$ cat config.mk
export PLATFORM = sky130hd
export DESIGN_NAME = avg_pool_ctrl
export DESIGN_NICKNAME = d
export VERILOG_FILES = /design/src/rtl/avg_pool_pkg.sv /design/src/rtl/avg4_acc.sv /design/src/rtl/avg_pool_ctrl.sv
export SDC_FILE = /design/constraint.sdc
export NUM_CORES = 1
export LEC_CHECK = 0
export ABC_AREA = 1
export BUFFER_PORTS_ARGS = -buffer_cell sky130_fd_sc_hd__buf_2
export CORE_ASPECT_RATIO = 2
export CORE_MARGIN = 3
export CORE_UTILIZATION = 45
export CTS_CLUSTER_DIAMETER = 60
export DETAILED_ROUTE_END_ITERATION = 6
export GPL_TIMING_DRIVEN = 0
export SLEW_MARGIN = 20
export SYNTH_ARGS = -nofsm -noshare
export SYNTH_HDL_FRONTEND = slang
export SYNTH_HIERARCHICAL = 1
export SYNTH_SLANG_ARGS = --single-unit
$ cat constraint.sdc
create_clock -name clk -period 4.38 [get_ports clk]
set_input_delay 1.314 -clock clk [delete_from_list [all_inputs] [get_ports clk]]
set_output_delay 1.314 -clock clk [all_outputs]
set_load 0.01 [all_outputs]
$ cat src/rtl/avg_pool_pkg.sv
// Shared defaults and FSM state encoding for the 2x2/stride-2 average-pooling sequencer.
package avg_pool_pkg;

  localparam int DEF_DATA_W = 16;
  localparam int DEF_IN_H   = 28;
  localparam int DEF_IN_W   = 28;
  localparam int DEF_OUT_H  = DEF_IN_H / 2;
  localparam int DEF_OUT_W  = DEF_IN_W / 2;

  typedef enum logic [1:0] {
    IDLE,
    READ,
    DRAIN,
    FIN
  } state_t;

endpackage

$ cat src/rtl/avg4_acc.sv
// Collects four returning beats of a pooling window and emits their floored average one cycle later.
module avg4_acc
  import avg_pool_pkg::*;
#(
  parameter int DATA_W = DEF_DATA_W
) (
  input  logic              clk,
  input  logic              rst,
  input  logic              beat_vld,
  input  logic [DATA_W-1:0] beat_data,
  output logic              wr_en,
  output logic [DATA_W-1:0] wr_data
);

  logic [1:0]               beat;
  logic signed [DATA_W+1:0] acc;
  logic signed [DATA_W+1:0] sum;
  logic [DATA_W-1:0]        avg;

  // Beat 0 restarts the window; two guard bits make a four-term sum of extremes fit.
  always_comb begin
    sum = {{2{beat_data[DATA_W-1]}}, beat_data} + ((beat == 2'd0) ? '0 : acc);
    avg = DATA_W'(sum >>> 2);
  end

  always_ff @(posedge clk or posedge rst) begin
    if (rst) begin
      beat    <= 2'd0;
      acc     <= '0;
      wr_en   <= 1'b0;
      wr_data <= '0;
    end else begin
      wr_en <= 1'b0;
      if (beat_vld) begin
        acc  <= sum;
        beat <= beat + 2'd1;
        if (beat == 2'd3) begin
          wr_en   <= 1'b1;
          wr_data <= avg;
        end
      end
    end
  end

endmodule

$ cat src/rtl/avg_pool_ctrl.sv
// Streams one feature map out of the input RAM in window order and writes 2x2 averages to the output RAM.
module avg_pool_ctrl
  import avg_pool_pkg::*;
#(
  parameter int DATA_W = DEF_DATA_W,
  parameter int IN_H   = DEF_IN_H,
  parameter int IN_W   = DEF_IN_W,
  parameter int RD_LAT = 1,
  parameter int IN_AW  = $clog2(DEF_IN_H * DEF_IN_W),
  parameter int OUT_AW = $clog2(DEF_OUT_H * DEF_OUT_W)
) (
  input  logic              clk,
  input  logic              rst,
  input  logic              start,
  output logic              busy,
  output logic              done,
  output logic              in_rd_en,
  output logic [IN_AW-1:0]  in_rd_addr,
  input  logic [DATA_W-1:0] in_rd_data,
  output logic              out_wr_en,
  output logic [OUT_AW-1:0] out_wr_addr,
  output logic [DATA_W-1:0] out_wr_data
);

  localparam int OUT_H = IN_H / 2;
  localparam int OUT_W = IN_W / 2;
  localparam int OUT_N = OUT_H * OUT_W;
  localparam int CW    = (OUT_W > 1) ? $clog2(OUT_W) : 1;
  localparam int RW    = (OUT_H > 1) ? $clog2(OUT_H) : 1;

  state_t            state;
  logic [1:0]        beat;
  logic [CW-1:0]     ocol;
  logic [RW-1:0]     orow;
  logic [1:0]        nxt_beat;
  logic [CW-1:0]     nxt_ocol;
  logic [RW-1:0]     nxt_orow;
  logic              last_read;
  logic [RD_LAT-1:0] vld_sr;
  logic              acc_wr_en;
  logic [DATA_W-1:0] acc_wr_data;

  function automatic logic [IN_AW-1:0] addr_of(input logic [RW-1:0] r,
                                               input logic [CW-1:0] c,
                                               input logic [1:0]    b);
    return IN_AW'((2 * int'(r) + int'(b[1])) * IN_W + 2 * int'(c) + int'(b[0]));
  endfunction

  // Beat index walks the window; output column/row advance once per completed window.
  always_comb begin
    nxt_beat  = beat + 2'd1;
    nxt_ocol  = ocol;
    nxt_orow  = orow;
    last_read = (beat == 2'd3) && (ocol == CW'(OUT_W - 1)) && (orow == RW'(OUT_H - 1));
    if (beat == 2'd3) begin
      if (ocol == CW'(OUT_W - 1)) begin
        nxt_ocol = '0;
        nxt_orow = orow + RW'(1);
      end else begin
        nxt_ocol = ocol + CW'(1);
      end
    end
  end

  always_ff @(posedge clk or posedge rst) begin
    if (rst) begin
      state       <= IDLE;
      busy        <= 1'b0;
      done        <= 1'b0;
      in_rd_en    <= 1'b0;
      in_rd_addr  <= '0;
      beat        <= 2'd0;
      ocol        <= '0;
      orow        <= '0;
      out_wr_addr <= '0;
    end else begin
      done <= 1'b0;
      if (acc_wr_en) out_wr_addr <= out_wr_addr + OUT_AW'(1);
      case (state)
        IDLE, FIN: begin
          busy  <= 1'b0;
          state <= IDLE;
          if (start) begin
            state       <= READ;
            busy        <= 1'b1;
            in_rd_en    <= 1'b1;
            in_rd_addr  <= '0;
            beat        <= 2'd0;
            ocol        <= '0;
            orow        <= '0;
            out_wr_addr <= '0;
          end
        end
        READ: begin
          if (last_read) begin
            in_rd_en <= 1'b0;
            state    <= DRAIN;
          end else begin
            beat       <= nxt_beat;
            ocol       <= nxt_ocol;
            orow       <= nxt_orow;
            in_rd_addr <= addr_of(nxt_orow, nxt_ocol, nxt_beat);
          end
        end
        DRAIN: begin
          if (acc_wr_en && (out_wr_addr == OUT_AW'(OUT_N - 1))) begin
            state <= FIN;
            busy  <= 1'b0;
            done  <= 1'b1;
          end
        end
        default: state <= IDLE;
      endcase
    end
  end

  // Delays each read strobe by the RAM latency so the accumulator samples only real returns.
  always_ff @(posedge clk or posedge rst) begin
    if (rst) begin
      vld_sr <= '0;
    end else begin
      vld_sr[0] <= in_rd_en;
      for (int i = 1; i < RD_LAT; i++) vld_sr[i] <= vld_sr[i-1];
    end
  end

  avg4_acc #(
    .DATA_W (DATA_W)
  ) u_acc (
    .clk       (clk),
    .rst       (rst),
    .beat_vld  (vld_sr[RD_LAT-1]),
    .beat_data (in_rd_data),
    .wr_en     (acc_wr_en),
    .wr_data   (acc_wr_data)
  );

  assign out_wr_en   = acc_wr_en;
  assign out_wr_data = acc_wr_data;

endmodule

==> qor.txt, run 1 <==
================================================================================
Clock tree from TritonCTS .........................................          yes
CP Buf/Inv Count ..................................................            3
Number of buffers added on ports ..................................           56
Multi-input combinational cell area ............................... 0.00242 sq mm
Final hold viol count .............................................            0
Asr flop ratio synth ..............................................         1.00
Worst hold stages .................................................            0
Slowest stage delay, CP ...........................................      0.55 ns
Maximum buffer depth of the clock tree ............................            2
Internal Pwr Total ................................................      1.12 mW
Clock Sink Count ..................................................           69
Tightest Hold Check Type ..........................................   reg -> reg
H-tree Lvls .......................................................            3
CP delay by family, top ...........................................  adder cells
Number of iterations in the first detailed-routing pass ...........            5
Met3 wirelength from detailed routing .............................       331 um
Ys flop type ......................................................      dfrtp_1
Transition time at the pin with the least slew margin .............     0.700 ns
Final weighted congestion of routability-driven global placement ..        0.826
Antenna-violating nets left .......................................            0
Worst r2r path cells ..............................................           19
Setup CP Type .....................................................   reg -> reg
Clk Latency, worst-skew pair ......................................      0.33 ns
Run status ........................................................ complete, no violations
Setup Fix Bufs, Post-CTS ..........................................            0
First-pass GRT wire length ........................................     18200 um
Mean cell area of the mapped netlist ..............................   7.54 sq um
Normalized max-slew margin ........................................        0.533
Routed via count ..................................................         4033
Average wire length per cell after detail routing .................      13.6 um
HPWL after detailed placement .....................................      8540 um
Number of antenna violations at the first check in global routing .            0
Overall overflow remaining after global route .....................            0
Nature of the critical path endpoint ..............................         flop
Warnings, synthesis ...............................................            6
Part of the power in the clock network ............................        0.507
Share of layout cells above drive strength 1 ......................        0.150
Detailed-route DRC error count ....................................            0
I/O pins ..........................................................           57
Clock Skews .......................................................   0.00495 ns
Worst vdd rail ir drop ............................................     0.183 mV
Wire length on met2 ...............................................      6410 um
Cell with the biggest individual delay on the critical path .......         fa_1
Number of hold-repair buffers added at the cts stage ..............            0
Cell count after placement ........................................          791
Switching share of power ..........................................        0.208
Startpoint type of the worst setup path ...........................         flop
GRT Overall Usage .................................................        0.202
Detail-routed via count per cell ..................................         5.02
DIE AREA .......................................................... 0.0114 sq mm
Leak ..............................................................      2.91 nW
Vertical die dimension ............................................       148 um
Drt initial violations ............................................          161
Reg clk slew, reported paths ......................................      0.05 ns
P per Cell Area ...................................................  267 mW/mm^2
Arrival time reported for the critical path endpoint ..............      3.54 ns
Pin count of the biggest net entering global routing ..............           33
Sw power ..........................................................     0.294 mW
Endpoints failing setup ...........................................            0
Final sum of negative setup slack .................................         0 ns
Final-report max-slew violation count .............................            0
Synthesized Nets ..................................................          663
Met1 layer wirelength in the final routing ........................      3960 um
Horizontal die dimension ..........................................      77.0 um
Nets ..............................................................          731
Mapped Area ....................................................... 0.00454 sq mm
Critical path data required time ..................................      4.60 ns
Layout overhead on the synthesized area ...........................        16.6%
Fill cells ........................................................         1017
CTS buffer count ..................................................            9
Final WL ..........................................................     10900 um
Combinational group share of total power ..........................        0.042
Dominant cell by count in the synthesized netlist .................      nand2_1
Highest routed metal layer ........................................         met4
Via count of the first global-routing pass ........................         4003
Top fanout value on the critical path .............................            6
Root Driver .......................................................    clkbuf_16
Max-capacitance violation count ...................................            0
Flip-flop and latch area .......................................... 0.00173 sq mm
Cell types with the largest area share after synthesis ............ dfrtp_1 (38%), nand2_1 (15%), ha_1 (10%), inv_1 (6.7%), nand3_1 (4.3%)
Share of the clock period used by the worst path ..................        0.758
Yosys top cell by area ............................................      dfrtp_1
Seq pwr share .....................................................        0.452
Core area ......................................................... 0.00976 sq mm
Cell-by-cell trace of the critical path ........................... inv_1, ha_1, nand2_1, nor2_2, nand2_2, o21ai_2, inv_1, fa_1, ha_1, ha_1, nand3_1, nand3_1, nand2_1, nor2_1, nand3_1, inv_1, nand2_1, nand3_1, nand2_1
Setup repair after global routing missed its margin ...............        false
Top achievable clock speed ........................................      301 MHz
Sequential-to-total area share from yosys stat ....................        0.380
Synth Register Bits ...............................................           69
Utilization after layout ..........................................        0.542
Count of inserted antenna diode cells .............................            0
Synth cell types ..................................................           35
Initial standard-cell utilization of the core .....................        0.465
Number of rows created at floorplan ...............................           51
Gate count of the mapped netlist ..................................          602
Critical path depth in cells ......................................           19
Shortest period the worst path allows .............................      3.32 ns
Post-route insts no fill ..........................................          804
Number of enable flip-flop cells after synthesis ..................            0
Number of gates given a new drive strength after cts ..............            0
Commonest cells in the netlist .................................... nand2_1 (180), inv_1 (81), dfrtp_1 (69)
Top-area cell type share of the netlist area ......................        0.380
================================================================================
cell type report:
cell class / instances / share of cell area
Multi-Input combinational cell: 435 / 0.457
Inverter: 86 / 0.0610
Tap cell: 132 / 0.0312
Clock inverter: 2 / 0.00662
Sequential cell: 69 / 0.326
Buffer: 12 / 0.0132
Clock buffer: 11 / 0.0477
Timing Repair Buffer: 57 / 0.0567
power groups by stage:
stage | clock [mW] | combinational [mW] | sequential [mW]
floorplan | 0 | 0.0370 | 0.649
global placement | 0 | 0.0572 | 0.649
detailed placement | 0 | 0.0601 | 0.649
CTS | 0.738 | 0.0605 | 0.638
global route | 0.765 | 0.0683 | 0.637
finish | 0.716 | 0.0592 | 0.638
state kept, by name, summed over array words and instances (netlist names):
signal,cells
state,2
out_wr_addr,8
ocol,3
beat,1
in_rd_en,1
done,1
u_acc/wr_en,1
u_acc/beat,2
u_acc/acc,18
vld_sr,1
u_acc/wr_data,16
orow,4
in_rd_addr,10
busy,1
stage by stage:
step	hold WS (ns)	cell area (sq um)	worst slack, ns	total power, mW
after floorplan	0.435	4540	1.39	0.686
after global placement	0.408	4990	1.08	0.706
after detailed placement	0.406	5010	1.04	0.709
after CTS	0.420	5300	1.04	1.44
after global routing	0.449	5300	0.766	1.47
final	0.416	5300	1.06	1.41
cells by family after synthesis:
logic type,after synthesis,synth area share
simple gates,299,0.281
buf+inv,98,0.0865
compound gates,79,0.0997
flops,69,0.380
fa+ha+maj,42,0.122
xor+xnor,15,0.0306
layer usage:
metal	vias up	global-route usage
li1	2054	-
met1	1892	0.198
met2	72	0.401
met3	15	0.0370
met4	0	0.0873
met5	-	0
final timing paths:
path,endpoint,start,slack [ns]
max,in_rd_addr[9]$_DFFE_PP0P_,ocol[1]$_DFFE_PP0P_,1.06
min,vld_sr$_DFF_PP0_,in_rd_en$_DFFE_PP0P_,0.42
max reg2reg,in_rd_addr[9]$_DFFE_PP0P_,ocol[1]$_DFFE_PP0P_,1.06
min reg2reg,vld_sr$_DFF_PP0_,in_rd_en$_DFFE_PP0P_,0.42
max in group asynchronous,orow[1]$_DFFE_PP0P_,rst,2.81
min in group asynchronous,u_acc/beat[0]$_DFFE_PP0P_,rst,0.95
cell usage in the layout (no fill, tap or decap), types with 4 or more instances in the layout:
master and n:
xor2_1 7, ha_1 38, o21ai_0 30, inv_2 7, nand2_1 180, a21oi_1 21
nor3_1 7, clkbuf_16 9, xnor2_1 7, o21ai_2 4, inv_1 79, clkbuf_1 5
nand3b_1 10, fa_1 4, nand4_1 4, buf_2 58, nand3_1 39, a22o_1 4
nand2_2 5, nor2_1 47, o22ai_1 6, o21ai_1 8, dfrtp_1 69, buf_4 4
Power figures use the tool's default switching activity.
==> inputs of run 2 (changes only) <==
PLACE_DENSITY = 0.67   (was default)
clock period = 2.87 ns   (was 4.38 ns; I/O delays follow)
==> qor.txt, run 2 (same netlist as run 1, synthesis figures left out) <==
================================================================================
Detailed-route DRC error count ....................................            0   unchanged
Final hold viol count .............................................            0   unchanged
Number of antenna violations at the first check in global routing .            0   unchanged
Multi-input combinational cell area ............................... 0.00262 sq mm   +8.1%
Leading cell types in the layout, fill and taps excluded .......... nand2_1 (175), inv_1 (76), dfrtp_1 (66)
Setup slack, reg-to-reg ...........................................     -0.20 ns   -1.26 ns
Detail-routed via count per cell ..................................         5.10   +1.7%
Core area ......................................................... 0.00976 sq mm   unchanged
Post-route insts no fill ..........................................          821   +2.1%
Normalized max-slew margin ........................................        0.524   -0.00910
Run status ........................................................ complete, but fails checks
Maximum buffer depth of the clock tree ............................            2   unchanged
HPWL after detailed placement .....................................      8820 um   +3.3%
Final Worst Setup Slack ...........................................    -0.195 ns   -1.26 ns
Most common cell after layout, fill and taps aside ................      nand2_1
Leak ..............................................................      3.03 nW   +4.1%
Setup repair after global routing missed its margin ...............         true
Vertical die dimension ............................................       148 um   unchanged
Number of iterations in the first detailed-routing pass ...........            4   -1
Clock tree from TritonCTS .........................................          yes
Count of inserted antenna diode cells .............................            0   unchanged
Initial standard-cell utilization of the core .....................        0.465   unchanged
R2r startpoint .................................................... in_rd_addr[1]$_DFFE_PP0P_
Capturing point of the worst reg2reg path ......................... in_rd_addr[9]$_DFFE_PP0P_
GRT Overall Usage .................................................        0.217   +0.0149
CTS buffer count ..................................................            9   unchanged
Fill cells ........................................................          921   -9.4%
Worst vdd rail ir drop ............................................     0.389 mV   +110%
Nature of the critical path endpoint ..............................         flop
Clk Latency, worst-skew pair ......................................      0.34 ns   about the same
Arrival time reported for the critical path endpoint ..............      3.34 ns   -0.20 ns
Top achievable clock speed ........................................      326 MHz   +8.3%
Shortest period the worst path allows .............................      3.07 ns   -0.255 ns
Max-capacitance violation count ...................................            0   unchanged
Clock Skews .......................................................   0.00780 ns   +0.00286 ns
First-pass GRT wire length ........................................     19500 um   +6.7%
Number of rows created at floorplan ...............................           51   unchanged
Share of layout cells above drive strength 1 ......................        0.215   +0.0645
Antenna-violating nets left .......................................            0   unchanged
Critical Path Sink ................................................ in_rd_addr[9]$_DFFE_PP0P_
Transition time at the pin with the least slew margin .............     0.713 ns   +0.0136 ns
Routed via count ..................................................         4189   +3.9%
Cell count after placement ........................................          791   unchanged
Via count of the first global-routing pass ........................         4278   +6.9%
Overall overflow remaining after global route .....................            0   unchanged
Setup CP Type .....................................................   reg -> reg
Top fanout value on the critical path .............................            5   -1
Worst slack after detailed placement ..............................    -0.548 ns   -1.59 ns
Critical path data required time ..................................      3.14 ns   -1.46 ns
Flip-flop count of the largest register after layout ..............           18   unchanged
I/O pins ..........................................................           57   unchanged
Endpoints failing setup ...........................................            5   +5
Final weighted congestion of routability-driven global placement ..        0.906   +9.7%
Worst hold stages .................................................            0   unchanged
H-tree Lvls .......................................................            3   unchanged
Startpoint type of the worst setup path ...........................         flop
Share of the clock period used by the worst path ..................         1.07   +0.310
Drt initial violations ............................................          213   +32%
Pin count of the biggest net entering global routing ..............           33   unchanged
Biggest register ..................................................    u_acc/acc
Nets ..............................................................          745   +1.9%
Flip-flop and latch area .......................................... 0.00173 sq mm   +0.22%
Largest registers in the final layout ............................. u_acc/acc (18), u_acc/wr_data (16), in_rd_addr (10)
Root Driver .......................................................    clkbuf_16
DIE AREA .......................................................... 0.0114 sq mm   unchanged
Utilization after layout ..........................................        0.577   +0.0349
Horizontal die dimension ..........................................      77.0 um   unchanged
Clock Sink Count ..................................................           69   unchanged
P per Cell Area ...................................................  393 mW/mm^2   +47%
Violations in the final reports ................................... negative setup slack
Final-report max-slew violation count .............................            0   unchanged
Reg clk slew, reported paths ......................................      0.06 ns   about the same
Final WL ..........................................................     11600 um   +6.3%
Average wire length per cell after detail routing .................      14.2 um   +4.1%
Tightest Hold Check Type ..........................................   reg -> reg
Layout overhead on the synthesized area ...........................        24.1%
Number of buffers added on ports ..................................           56   unchanged
Worst r2r path cells ..............................................           16   -3
CP Launch Point ................................................... in_rd_addr[1]$_DFFE_PP0P_
================================================================================
[run 2: critical path, cell delays in order, from the launching register on]
cell and delay [ns]:
dfrtp_2 0.46, ha_4 0.20, nand3_4 0.09, nor2_4 0.05, buf_12 0.12, xor2_4 0.18
buf_4 0.15, buf_4 0.14, ha_1 0.23, ha_4 0.18, fa_2 0.59, nand2_2 0.08
nor2_4 0.13, nand3_2 0.10, nand3_1 0.13, nand3_2 0.08, nand2_1 0.07
[run 2: area by class of cell]
type / count / share of cell area
multi-input cells: 435 / 0.464
repair buffers: 72 / 0.0755
flip-flops and latches: 69 / 0.307
inverters: 86 / 0.0573
plain buffers: 11 / 0.0118
clock inverters: 6 / 0.0122
well taps: 132 / 0.0293
clock buffers: 10 / 0.0424
[run 2: through the flow]
step | instance area, sq um | hold WS (ns) | setup TNS (ns) | total power, mW
after floorplan | 4610 | 0.435 | -0.103 | 1.05
after global placement | 5050 | 0.447 | -1.88 | 1.08
after detailed placement | 5070 | 0.440 | -2.05 | 1.08
after CTS | 5540 | 0.458 | -0.362 | 2.25
after global routing | 5640 | 0.467 | -1.15 | 2.30
final | 5640 | 0.454 | -0.546 | 2.22
[run 2: power breakdown]
group / switching (mW) / total (mW) / internal, mW
Sequential: 0 / 0.973 / 0.973
Clock: 0.451 / 1.15 / 0.702
Combinational: 0.0605 / 0.0907 / 0.0302
Total: 0.511 / 2.22 / 1.71
[run 2: worst min path at each step]
stage | startpoint | slack (ns) | end
floorplan | in_rd_en$_DFFE_PP0P_ | 0.43 | vld_sr$_DFF_PP0_
global placement | in_rd_en$_DFFE_PP0P_ | 0.45 | vld_sr$_DFF_PP0_
detailed placement | in_rd_en$_DFFE_PP0P_ | 0.44 | vld_sr$_DFF_PP0_
CTS | rst | 0.46 | u_acc/wr_data[4]$_DFFE_PP0P_
global route | rst | 0.47 | u_acc/wr_data[4]$_DFFE_PP0P_
finish | in_rd_en$_DFFE_PP0P_ | 0.45 | vld_sr$_DFF_PP0_
[run 2: routing by layer]
layer	vias up	part of all wire	track usage
met5	-	0	0
met4	0	0.048	0.130
met3	31	0.031	0.0352
met2	102	0.58	0.428
met1	1963	0.34	0.202
li1	2093	-	-
[run 2: what timing repair did]
item	CTS	global route
setup buffers	9	6
endpoints found under the setup margin	7	5
resized for setup	19	10
pin swaps	13	2
hold buffers	0	0
hold endpoints to repair	0	0
==> inputs of run 3 (changes only) <==
CTS_CLUSTER_DIAMETER = default   (was 60)
PLACE_DENSITY = default   (was 0.67)
SYNTH_HIERARCHICAL = default   (was 1)
clock period = 3.8 ns   (was 2.87 ns; I/O delays follow)
==> qor.txt, run 3 <==
================================================================================
Share of the clock period used by the worst path ..................        0.887   -0.181
Detail-routed via count per cell ..................................         5.00   -2.1%
Synth cell types ..................................................           37   +5.7%
Synth Register Bits ...............................................           69   unchanged
Setup slack, reg-to-reg ...........................................      0.43 ns   +0.62 ns
Arrival time reported for the critical path endpoint ..............      3.59 ns   +0.25 ns
Run status ........................................................ complete, no violations
Most common cell after layout, fill and taps aside ................      nand2_1
Top achievable clock speed ........................................      297 MHz   -9.1%
Slowest stage delay, CP ...........................................      0.38 ns   -0.21 ns
Cell with the biggest individual delay on the critical path .......      dfrtp_1
Clock Skews .......................................................   0.00674 ns   -0.00106 ns
Pin count of the biggest net entering global routing ..............           44   +33%
Setup repair after global routing missed its margin ...............        false
Final Worst Setup Slack ...........................................     0.428 ns   +0.623 ns
Routed via count ..................................................         4073   -2.8%
Number of iterations in the first detailed-routing pass ...........            5   +1
Tightest Hold Check Type ..........................................   reg -> reg
Core area ......................................................... 0.00983 sq mm   +0.65%
Commonest cells in the netlist .................................... nand2_1 (190), inv_1 (79), dfrtp_1 (69)
Reg clk slew, reported paths ......................................      0.06 ns   about the same
Total chip power ..................................................      4.21 mW   +90%
Ys flop type ......................................................      dfrtp_1
CTS buffer count ..................................................            9   unchanged
Sequential-to-total area share from yosys stat ....................        0.379   -0.00115
H-tree Lvls .......................................................            3   unchanged
Asr flop ratio synth ..............................................         1.00   unchanged
Count of inserted antenna diode cells .............................            0   unchanged
Initial standard-cell utilization of the core .....................        0.464   -0.00162
Clock tree from TritonCTS .........................................          yes
Average wire length per cell after detail routing .................      14.5 um   +1.9%
Final WL ..........................................................     11800 um   +1.2%
P per Cell Area ...................................................  793 mW/mm^2   +100%
Leak ..............................................................      2.94 nW   -2.8%
Mean cell area of the mapped netlist ..............................   7.46 sq um   -1.2%
Worst slack after detailed placement ..............................     0.430 ns   +0.978 ns
HPWL after detailed placement .....................................      9310 um   +5.5%
Shortest period the worst path allows .............................      3.37 ns   +0.307 ns
Detailed-route DRC error count ....................................            0   unchanged
Fill cells ........................................................         1014   +10%
Max-capacitance violation count ...................................            0   unchanged
Number of antenna violations at the first check in global routing .            0   unchanged
Final weighted congestion of routability-driven global placement ..        0.890   -1.8%
Via count of the first global-routing pass ........................         4221   -1.3%
Antenna-violating nets left .......................................            0   unchanged
Number of buffers added on ports ..................................           56   unchanged
Cell types with the largest area share after synthesis ............ dfrtp_1 (38%), nand2_1 (16%), ha_1 (10%), inv_1 (6.5%), o21ai_0 (4.3%)
Warnings, synthesis ...............................................            0   -6
Mapped Area ....................................................... 0.00456 sq mm   +0.30%
Capturing point of the worst reg2reg path ......................... in_rd_addr[9]$_DFFE_PP0P_
Final-report max-slew violation count .............................            0   unchanged
Number of hold-repair buffers added at the cts stage ..............            0   unchanged
Nature of the critical path endpoint ..............................         flop
Share of layout cells above drive strength 1 ......................        0.141   -0.0742
Top fanout value on the critical path .............................            5   unchanged
Critical path data required time ..................................      4.01 ns   +0.87 ns
CP Launch Point ................................................... ocol[1]$_DFFE_PP0P_
Transition time at the pin with the least slew margin .............     0.646 ns   -0.0674 ns
Leading cell types in the layout, fill and taps excluded .......... nand2_1 (190), inv_1 (78), dfrtp_1 (69)
Worst vdd rail ir drop ............................................     0.329 mV   -16%
DIE AREA .......................................................... 0.0114 sq mm   +0.28%
Largest registers in the final layout ............................. u_acc.acc (18), u_acc.wr_data (16), in_rd_addr (10)
Horizontal die dimension ..........................................      77.1 um   +0.14%
R2r startpoint .................................................... ocol[1]$_DFFE_PP0P_
Normalized max-slew margin ........................................        0.569   +0.0456
Overall overflow remaining after global route .....................            0   unchanged
Gate count of the mapped netlist ..................................          611   +1.5%
Dominant cell by count in the synthesized netlist .................      nand2_1
Flip-flop count of the largest register after layout ..............           18   unchanged
Startpoint type of the worst setup path ...........................         flop
Setup CP Type .....................................................   reg -> reg
Biggest register ..................................................    u_acc.acc
First-pass GRT wire length ........................................     19800 um   +1.7%
Maximum buffer depth of the clock tree ............................            2   unchanged
Final hold viol count .............................................            0   unchanged
Endpoints failing setup ...........................................            0   -5
Number of rows created at floorplan ...............................           51   unchanged
Clock Sink Count ..................................................           69   unchanged
Number of gates given a new drive strength after cts ..............            0   -19
Critical Path Sink ................................................ in_rd_addr[9]$_DFFE_PP0P_
Drt initial violations ............................................          154   -28%
Vertical die dimension ............................................       148 um   +0.15%
Worst r2r path cells ..............................................           19   +3
Number of enable flip-flop cells after synthesis ..................            0   unchanged
Cell-by-cell trace of the critical path ........................... inv_1, ha_1, nand3_4, nor2_4, xor2_4, xor2_1, inv_1, ha_1, ha_1, ha_1, nand3_1, nand2_1, nand2_1, nor2_1, nand3_1, inv_1, nand2_1, nand3_1, nand2_1
Top-area cell type share of the netlist area ......................        0.379   -0.00115
Root Driver .......................................................    clkbuf_16
Yosys top cell by area ............................................      dfrtp_1
Clk Latency, worst-skew pair ......................................      0.33 ns   about the same
GRT Overall Usage .................................................        0.221   +0.00367
Setup Fix Bufs, Post-CTS ..........................................            0   -9
I/O pins ..........................................................           57   unchanged
Nets ..............................................................          739   -0.81%
Synthesized Nets ..................................................          671   +1.2%
Layout overhead on the synthesized area ...........................        16.6%
================================================================================
run 3: cell types whose count changed after synthesis, moves of 3 or more:
cell     previous run  this run
nand2_1           180       190
o21ai_0            30        39
a21oi_1            21        27
nor2_1             47        52
o21ai_1             8         3
a22o_1              4         0
a22o_2              0         3
nand2_2             5         2
run 3: layout make-up:
class	instances	area [sq um]	share of cell area
clock buffer	14	274	0.0516
timing repair buffer	57	308	0.0580
clock inverter	1	5.00	0.000943
buffer	12	65.1	0.0123
inverter	83	314	0.0591
tap	132	165	0.0311
multi-input combinational	447	2450	0.462
sequential	69	1730	0.325
run 3: worst max-delay path, delay by kind of cell, from the launching register on:
| kind | cells | cell delay [ns] |
|---|---|---|
| buffers and inverters | 3 | 0.30 |
| DFF | 1 | 0.38 |
| and+or+nand+nor | 10 | 1.06 |
| adders and majority gates | 4 | 1.11 |
| xor gates and xnor gates | 2 | 0.41 |
run 3: worst min path at each step:
| stage | startpoint | to | slack, ns | depth (start not counted) |
|---|---|---|---|---|
| 2_1_floorplan | in_rd_en$_DFFE_PP0P_ | vld_sr$_DFF_PP0_ | 0.43 | 0 |
| 3_3_place_gp | u_acc.wr_data[15]$_DFFE_PP0P_ | u_acc.wr_data[15]$_DFFE_PP0P_ | 0.46 | 2 |
| 3_5_place_dp | u_acc.wr_data[14]$_DFFE_PP0P_ | u_acc.wr_data[14]$_DFFE_PP0P_ | 0.46 | 2 |
| 4_1_cts | u_acc.wr_data[14]$_DFFE_PP0P_ | u_acc.wr_data[14]$_DFFE_PP0P_ | 0.48 | 2 |
| 5_1_grt | u_acc.wr_data[5]$_DFFE_PP0P_ | u_acc.wr_data[5]$_DFFE_PP0P_ | 0.49 | 2 |
| 6_report | in_rd_en$_DFFE_PP0P_ | vld_sr$_DFF_PP0_ | 0.47 | 0 |
run 3: report_power, final:
group / internal [mW] / switching [mW] / total [mW]
Sequential: 1.01 / 0.153 / 1.17
Clock: 0.491 / 0.305 / 0.796
Combinational: 0.798 / 1.45 / 2.25
run 3: cell families after synthesis:
| group | synth area share |
|---|---|
| AO/OA/AOI/OAI | 0.102 |
| XOR/XNOR | 0.0291 |
| adder cells (fa/ha/maj) | 0.119 |
| buffers and inverters | 0.0827 |
| flip-flops | 0.379 |
| AND/OR/NAND/NOR | 0.288 |
run 3: routing by layer:
layer,vias up,global-route usage,routed length (um)
met5,-,0,0
met4,0,0.119,475
met3,30,0.0370,336
met2,76,0.435,6730
met1,1882,0.209,4240
li1,2085,-,-
run 3: stage by stage:
| step | util | cells | hold slack (ns) | TNS [ns] | area, sq um |
|---|---|---|---|---|---|
| after floorplan | - | 611 | 0.435 | 0 | 4560 |
| after global placement | 0.509 | 799 | 0.462 | -4.77 | 5000 |
| after detailed placement | 0.512 | 800 | 0.462 | 0 | 5030 |
| after CTS | 0.540 | 815 | 0.478 | 0 | 5310 |
| after global routing | 0.540 | 815 | 0.490 | 0 | 5310 |
| final | 0.540 | 815 | 0.465 | 0 | 5310 |
